--- src/rtl/dm_store_buffer_pkg.sv ---
// Shared widths, entry layout and lane-merge helper for the data-memory store buffer.
package dm_store_buffer_pkg;

    localparam int unsigned SB_DEPTH = 4;
    localparam int unsigned WORD_W   = 30;
    localparam int unsigned BE_W     = 4;
    localparam int unsigned DATA_W   = 32;

    typedef struct packed {
        logic [WORD_W-1:0] word;
        logic [BE_W-1:0]   be;
        logic [DATA_W-1:0] data;
    } sb_entry_t;

    // Overwrite only the byte lanes enabled in be; other lanes keep old_data.
    function automatic logic [DATA_W-1:0] merge_lanes(
        input logic [DATA_W-1:0] old_data,
        input logic [DATA_W-1:0] new_data,
        input logic [BE_W-1:0]   be
    );
        logic [DATA_W-1:0] res;
        res = old_data;
        for (int unsigned i = 0; i < BE_W; i++) begin
            if (be[i]) begin
                res[8*i +: 8] = new_data[8*i +: 8];
            end
        end
        return res;
    endfunction

endpackage

--- src/rtl/dm_store_buffer_sb_match.sv ---
// Per-entry word-address compare: load overlap (address and byte lanes) and store merge hit.
module sb_match
    import dm_store_buffer_pkg::*;
(
    input  logic              ent_valid_i,
    input  logic [WORD_W-1:0] ent_word_i,
    input  logic [BE_W-1:0]   ent_be_i,
    input  logic [WORD_W-1:0] ld_word_i,
    input  logic [BE_W-1:0]   ld_be_i,
    input  logic [WORD_W-1:0] st_word_i,
    output logic              ld_hit_o,
    output logic              st_hit_o
);

    assign ld_hit_o = ent_valid_i && (ent_word_i == ld_word_i) && (|(ent_be_i & ld_be_i));
    assign st_hit_o = ent_valid_i && (ent_word_i == st_word_i);

endmodule

--- src/rtl/dm_store_buffer.sv ---
// Posted-write FIFO between the MEM-stage store path and the single-port data memory,
// with store merging into the youngest entry and load-overlap stall detection.
module dm_store_buffer
    import dm_store_buffer_pkg::*;
#(
    parameter int unsigned DEPTH = SB_DEPTH,
    parameter int unsigned PTR_W = 2
) (
    input  logic              clk,
    input  logic              reset,
    input  logic              st_valid,
    input  logic [31:0]       st_addr,
    input  logic [BE_W-1:0]   st_be,
    input  logic [DATA_W-1:0] st_wdata,
    output logic              st_ready,
    input  logic              ld_req,
    input  logic [31:0]       ld_addr,
    input  logic [BE_W-1:0]   ld_be,
    output logic              ld_stall,
    input  logic              dm_busy,
    output logic              dm_we,
    output logic [31:0]       dm_addr,
    output logic [BE_W-1:0]   dm_be,
    output logic [DATA_W-1:0] dm_wdata,
    output logic              empty
);

    localparam int unsigned CNT_W = PTR_W + 1;

    logic [PTR_W-1:0] head_q, head_d;
    logic [PTR_W-1:0] tail_q, tail_d;
    logic [CNT_W-1:0] count_q, count_d;
    logic [DEPTH-1:0] valid_q, valid_d;
    sb_entry_t        ent_q [DEPTH];
    sb_entry_t        ent_d [DEPTH];

    logic [WORD_W-1:0] st_word;
    logic [WORD_W-1:0] ld_word;
    logic [DEPTH-1:0]  ld_hit;
    logic [DEPTH-1:0]  st_hit;
    logic [PTR_W-1:0]  youngest;
    logic              accept;
    logic              drain;
    logic              merge;
    logic              alloc;
    logic              unused_addr_lsbs;

    assign st_word          = st_addr[31:2];
    assign ld_word          = ld_addr[31:2];
    assign unused_addr_lsbs = ^{st_addr[1:0], ld_addr[1:0]};

    for (genvar g = 0; g < DEPTH; g++) begin : g_match
        sb_match u_match (
            .ent_valid_i (valid_q[g]),
            .ent_word_i  (ent_q[g].word),
            .ent_be_i    (ent_q[g].be),
            .ld_word_i   (ld_word),
            .ld_be_i     (ld_be),
            .st_word_i   (st_word),
            .ld_hit_o    (ld_hit[g]),
            .st_hit_o    (st_hit[g])
        );
    end

    assign st_ready = (count_q < CNT_W'(DEPTH));
    assign empty    = (count_q == '0);
    assign drain    = (count_q != '0) && !dm_busy;
    assign accept   = st_valid && st_ready;
    assign youngest = PTR_W'(tail_q - PTR_W'(1));
    // The youngest entry is the one leaving only when it is also the sole entry.
    assign merge    = accept && (count_q != '0) && st_hit[youngest]
                      && !(drain && (count_q == CNT_W'(1)));
    assign alloc    = accept && !merge;

    assign ld_stall = ld_req && (|ld_hit);
    assign dm_we    = drain;
    assign dm_addr  = drain ? {ent_q[head_q].word, 2'b00} : '0;
    assign dm_be    = drain ? ent_q[head_q].be : '0;
    assign dm_wdata = drain ? ent_q[head_q].data : '0;

    // Next-state for pointers, count and entry storage.
    always_comb begin
        head_d  = head_q;
        tail_d  = tail_q;
        valid_d = valid_q;
        ent_d   = ent_q;
        count_d = count_q + CNT_W'(alloc) - CNT_W'(drain);

        if (drain) begin
            valid_d[head_q] = 1'b0;
            head_d          = PTR_W'(head_q + PTR_W'(1));
        end

        if (merge) begin
            ent_d[youngest].be   = ent_q[youngest].be | st_be;
            ent_d[youngest].data = merge_lanes(ent_q[youngest].data, st_wdata, st_be);
        end else if (alloc) begin
            ent_d[tail_q]   = '{word: st_word, be: st_be, data: st_wdata};
            valid_d[tail_q] = 1'b1;
            tail_d          = PTR_W'(tail_q + PTR_W'(1));
        end
    end

    always_ff @(posedge clk or negedge reset) begin
        if (!reset) begin
            head_q  <= '0;
            tail_q  <= '0;
            count_q <= '0;
            valid_q <= '0;
            for (int unsigned i = 0; i < DEPTH; i++) begin
                ent_q[i] <= '0;
            end
        end else begin
            head_q  <= head_d;
            tail_q  <= tail_d;
            count_q <= count_d;
            valid_q <= valid_d;
            ent_q   <= ent_d;
        end
    end

endmodule

--- config.mk ---
export PLATFORM = sky130hd
export DESIGN_NAME = dm_store_buffer
export DESIGN_NICKNAME = d
export VERILOG_FILES = /design/src/rtl/dm_store_buffer_pkg.sv /design/src/rtl/dm_store_buffer_sb_match.sv /design/src/rtl/dm_store_buffer.sv
export SDC_FILE = /design/constraint.sdc
export NUM_CORES = 1
export LEC_CHECK = 0
export BUFFER_PORTS_ARGS = -buffer_cell sky130_fd_sc_hd__clkbuf_2
export CAP_MARGIN = 20
export CORE_MARGIN = 5
export CORE_UTILIZATION = 45
export CTS_BUF_LIST = sky130_fd_sc_hd__clkbuf_16
export DETAILED_ROUTE_END_ITERATION = 12
export PLACE_DENSITY = 0.6
export SLEW_MARGIN = 5
export SYNTH_ARGS = -nofsm -noshare
export SYNTH_HDL_FRONTEND = slang
export SYNTH_SLANG_ARGS = --single-unit
export TNS_END_PERCENT = 10
--- constraint.sdc ---
create_clock -name clk -period 7.48 [get_ports clk]
set_input_delay 1.496 -clock clk [delete_from_list [all_inputs] [get_ports clk]]
set_output_delay 1.496 -clock clk [all_outputs]
set_load 0.005 [all_outputs]
==> impl_summary.txt <==
----------------------------------------------------
[Yosys]
  Area share of the largest cell type after synthesis ... 37.7%
  Yosys synthesis warning count ... 0
  Library cells used by synthesis ... 43
  Post-synthesis sequential area ratio ... 37.7%
  Area contributors post-synth ... dfrtp_1 (38%), mux4_2 (12%), mux2_2 (9.4%)
  Cell accounting for the most synthesized area ... dfrtp_1
  Post-Synthesis Mean Instance Area ... 11.7 um^2
  Count of state elements after synthesis ... 275
  Synth Cell Area ... 18200 um^2
  Post-Synthesis Cells ... 1562

[Floorplanning]
  Standard cell core area ... 39900 um^2
  Vertical die dimension ... 211 um
  Overall die area ... 44600 um^2
  DIE WIDTH ... 211 um
  Starting density of the core ... 45.7%
  Number of placed I/O pins ... 181
  Standard-cell row count ... 73

[Critical path]
  Critical Path Slowest Stage Cell ... nor4_1
  Critical path class ... input pin to output pin
  CP required ... 5.98 ns
  Data arrival time of the critical path ... 3.66 ns
  Path depth of the worst reg2reg path ... 8
  Register-to-register setup slack ... 2.53 ns
  Launching element of the worst setup path ... ld_addr[24]
  Crit Reg-Reg Startpoint ... tail_q[0]$_DFFE_PN0P_
  Element type at the critical path end ... output pin
  Max incr delay on CP ... 0.55 ns
  Critical-path cell list ... clkbuf_2, xnor2_1, nand4_1, nor4_1, nand4_1, nor4_1, o41a_1, clkbuf_2
  Critical path's top delay family ... simple AND/OR/NAND/NOR gates
  Crit Reg-Reg Endpoint ... ent_q[164]$_DFFE_PN0P_
  Crit-path max FO ... 4
  Setup crit end ... ld_stall
  Category of the worst setup path launch point ... input pin
  Logic depth of the worst path, buffers included ... 8
  Number of buffers and inverters on the critical path ... 2

[Power]
  Static leakage ... 8.88 nW
  Power per cell area ... 457 nW/um^2
  Final Total Pwr ... 9.26 mW
  Worst IR drop on VDD ... 0.236 mV

[CTS]
  Clock sink count ... 275
  Clock tree from TritonCTS ... done
  Max H-tree Level ... 2
  Number of post-CTS setup repair buffers ... 0
  Number of buffers on the longest clock path ... 3
  Clock slew at the register clock pins of the worst setup and hold paths ... 0.06 ns
  Post-CTS resize count ... 0
  Clock latency reported for the late side of the worst-skew pair ... 0.56 ns
  Number of clock buffers inserted by TritonCTS ... 35
  Cell at the root of the clock tree ... clkbuf_16
  Hold-fix buffers at CTS ... 0

[Outcome]
  Status ... complete, no violations

[Drt]
  WL/cell ... 27.3 um
  Vias per cell ... 6.25
  Sum of routed wire length over all layers ... 60.1 mm
  Antenna-violating nets left ... 0
  Length of the first detailed-routing pass in iterations ... 5
  Total number of vias ... 13700
  Post-detailed-route DRC marker count ... 0
  Number of DRC markers after the initial detailed-route iteration ... 1264

[Global routing]
  Largest net degree at the start of global routing ... 156
  Sum of overflow across all layers after global routing ... 0
  Initial antenna violation count ... 7
  Overall track demand over capacity in global routing ... 26.6%
  Wire length of the first global-routing pass ... 91.4 mm
  Number of global-route vias before repair ... 14000

[Place]
  Detailed placement HPWL ... 39.6 mm
  Number of cells in the design after placement ... 2130
  Count of port buffers added during placement ... 174
  Routability cong. ... 0.991

[Timing]
  Shortest period the worst path allows ... 5.15 ns
  Share of the clock period used by the worst path ... 68.9%
  Final-report max-slew violation count ... 0
  Worst relative slew slack ... 29.3%
  Highest attainable clock frequency ... 194 MHz
  Worst clock skew ... 0.0257 ns
  Final setup violating endpoints ... 0
  Final setup TNS ... 0 ns
  Worst-Margin Slew ... 1.06 ns
  Setup repair after global routing missed its margin ... no
  Count of final hold-check violations ... 0

[Finish]
  NumNets Final ... 1765
  Share of cells above drive strength 1 ... 32.8%
  Combined area of the multi-input logic cells ... 10000 um^2
  Area of all sequential standard cells ... 6890 um^2
  Syn-to-layout area delta ... 11.2%
  Post-route insts no fill ... 2200
  Commonest non-fill, non-tap cell in the layout ... dfrtp_1
  Fill cells ... 3573
  Most frequent cells in the layout ... dfrtp_1 (272), clkbuf_2 (173), xor2_1 (163), mux2_2 (153), nor3_1 (150)

[Hold path]
  Class of the tightest hold or removal check ... flop to flop

[Run]
  MaxCap Viol Count ... 0

----------------------------------------------------
==> worst reg2reg max path, cell delays in order (launching register included) <==
cell      delay (ns)
dfrtp_2         0.89
inv_1           0.21
ha_2            0.73
buf_4           0.52
nor3b_1         0.37
a22o_4          0.63
and2_1          0.83
buf_4           0.49
a221oi_1        0.14
==> kinds of logic (layout without fill, tap and decap cells) <==
logic type / after synthesis / after routing / share of synthesized area (%)
compound gates: 163 / 163 / 9.36
flops: 275 / 275 / 37.7
buf+inv: 274 / 381 / 7.62
xor+xnor: 244 / 244 / 11.8
fa+ha+maj: 13 / 13 / 0.933
other cells: 1 / 7 / 0.0206
simple gates: 333 / 333 / 10.0
mux: 259 / 259 / 22.6
==> registers in the layout, summed over array words and instances, names as in the netlist <==
register / count
count_q: 3
ent_q: 264
tail_q: 2
valid_q: 4
head_q: 2
==> worst min-delay path by stage <==
stage,endpoint,from,cells past startpoint,slack [ns]
6_report,valid_q[1]$_DFF_PN0_,valid_q[1]$_DFF_PN0_,2,0.51
5_1_grt,ent_q[216]$_DFFE_PN0P_,ent_q[216]$_DFFE_PN0P_,1,0.54
4_1_cts,valid_q[1]$_DFF_PN0_,valid_q[1]$_DFF_PN0_,2,0.52
3_5_place_dp,valid_q[1]$_DFF_PN0_,valid_q[1]$_DFF_PN0_,2,0.50
3_3_place_gp,valid_q[1]$_DFF_PN0_,valid_q[1]$_DFF_PN0_,2,0.50
2_1_floorplan,valid_q[0]$_DFF_PN0_,valid_q[0]$_DFF_PN0_,2,0.46
==> where the power goes <==
part	switching (mW)	internal [mW]	total [mW]	leakage, nW
Sequential	0.974	2.20	3.18	3.29
Clock	0.708	1.05	1.76	0.601
Combinational	2.00	2.32	4.32	4.99
Total	3.68	5.58	9.26	8.88
==> Yosys cell counts <==
cell type,instances
buf_1,4
nor4_1,44
inv_1,121
buf_4,19
a21oi_1,5
nand4_1,32
o21ai_0,1
dlymetal6s2s_1,1
nand2_1,23
ha_1,12
mux4_1,3
nor3b_1,1
xor2_2,1
o22ai_1,1
a22oi_1,9
nand2b_1,2
mux2_2,153
buf_2,51
nor2b_1,1
a221oi_1,18
buf_6,15
o22ai_2,1
o41a_1,1
a22o_2,1
nor3_1,150
fa_1,1
nand2_2,1
mux2_4,1
nand3_1,1
a221oi_2,30
clkbuf_4,1
clkbuf_8,10
dfrtp_1,275
clkbuf_1,52
conb_1,1
nor2_1,5
mux2i_4,3
nor2_2,1
a221o_1,96
xor2_1,163
xnor2_1,80
mux4_2,99
and2_1,72
==> layout make-up <==
class                   count  share of cell area [%]
inverters                 121                    2.24
clock inverters            28                    1.39
clock buffers              36                    4.44
multi-input cells        1014                    49.3
repair buffers            196                    5.32
well taps                 525                    3.24
diodes                      5                  0.0617
flip-flops and latches    275                    34.0
==> layer usage <==
metal  wire [um]  track usage [%]  up-vias
li1            -                -     5914
met1       25400             37.8     7170
met2       28700             42.4      566
met3        4060             4.13       91
met4        1790             8.37        6
met5          42                0        -
==> stage by stage <==
stage	util (%)	hold WS [ns]	setup slack, ns	area [um^2]
2_1_floorplan	-	0.465	3.34	18200
3_3_place_gp	47.7	0.504	2.22	19000
3_5_place_dp	47.7	0.503	2.18	19000
4_1_cts	50.7	0.515	2.39	20200
5_1_grt	50.8	0.543	2.28	20300
6_report	50.8	0.506	2.33	20300
No activity file was read; power rests on OpenSTA's default activity.
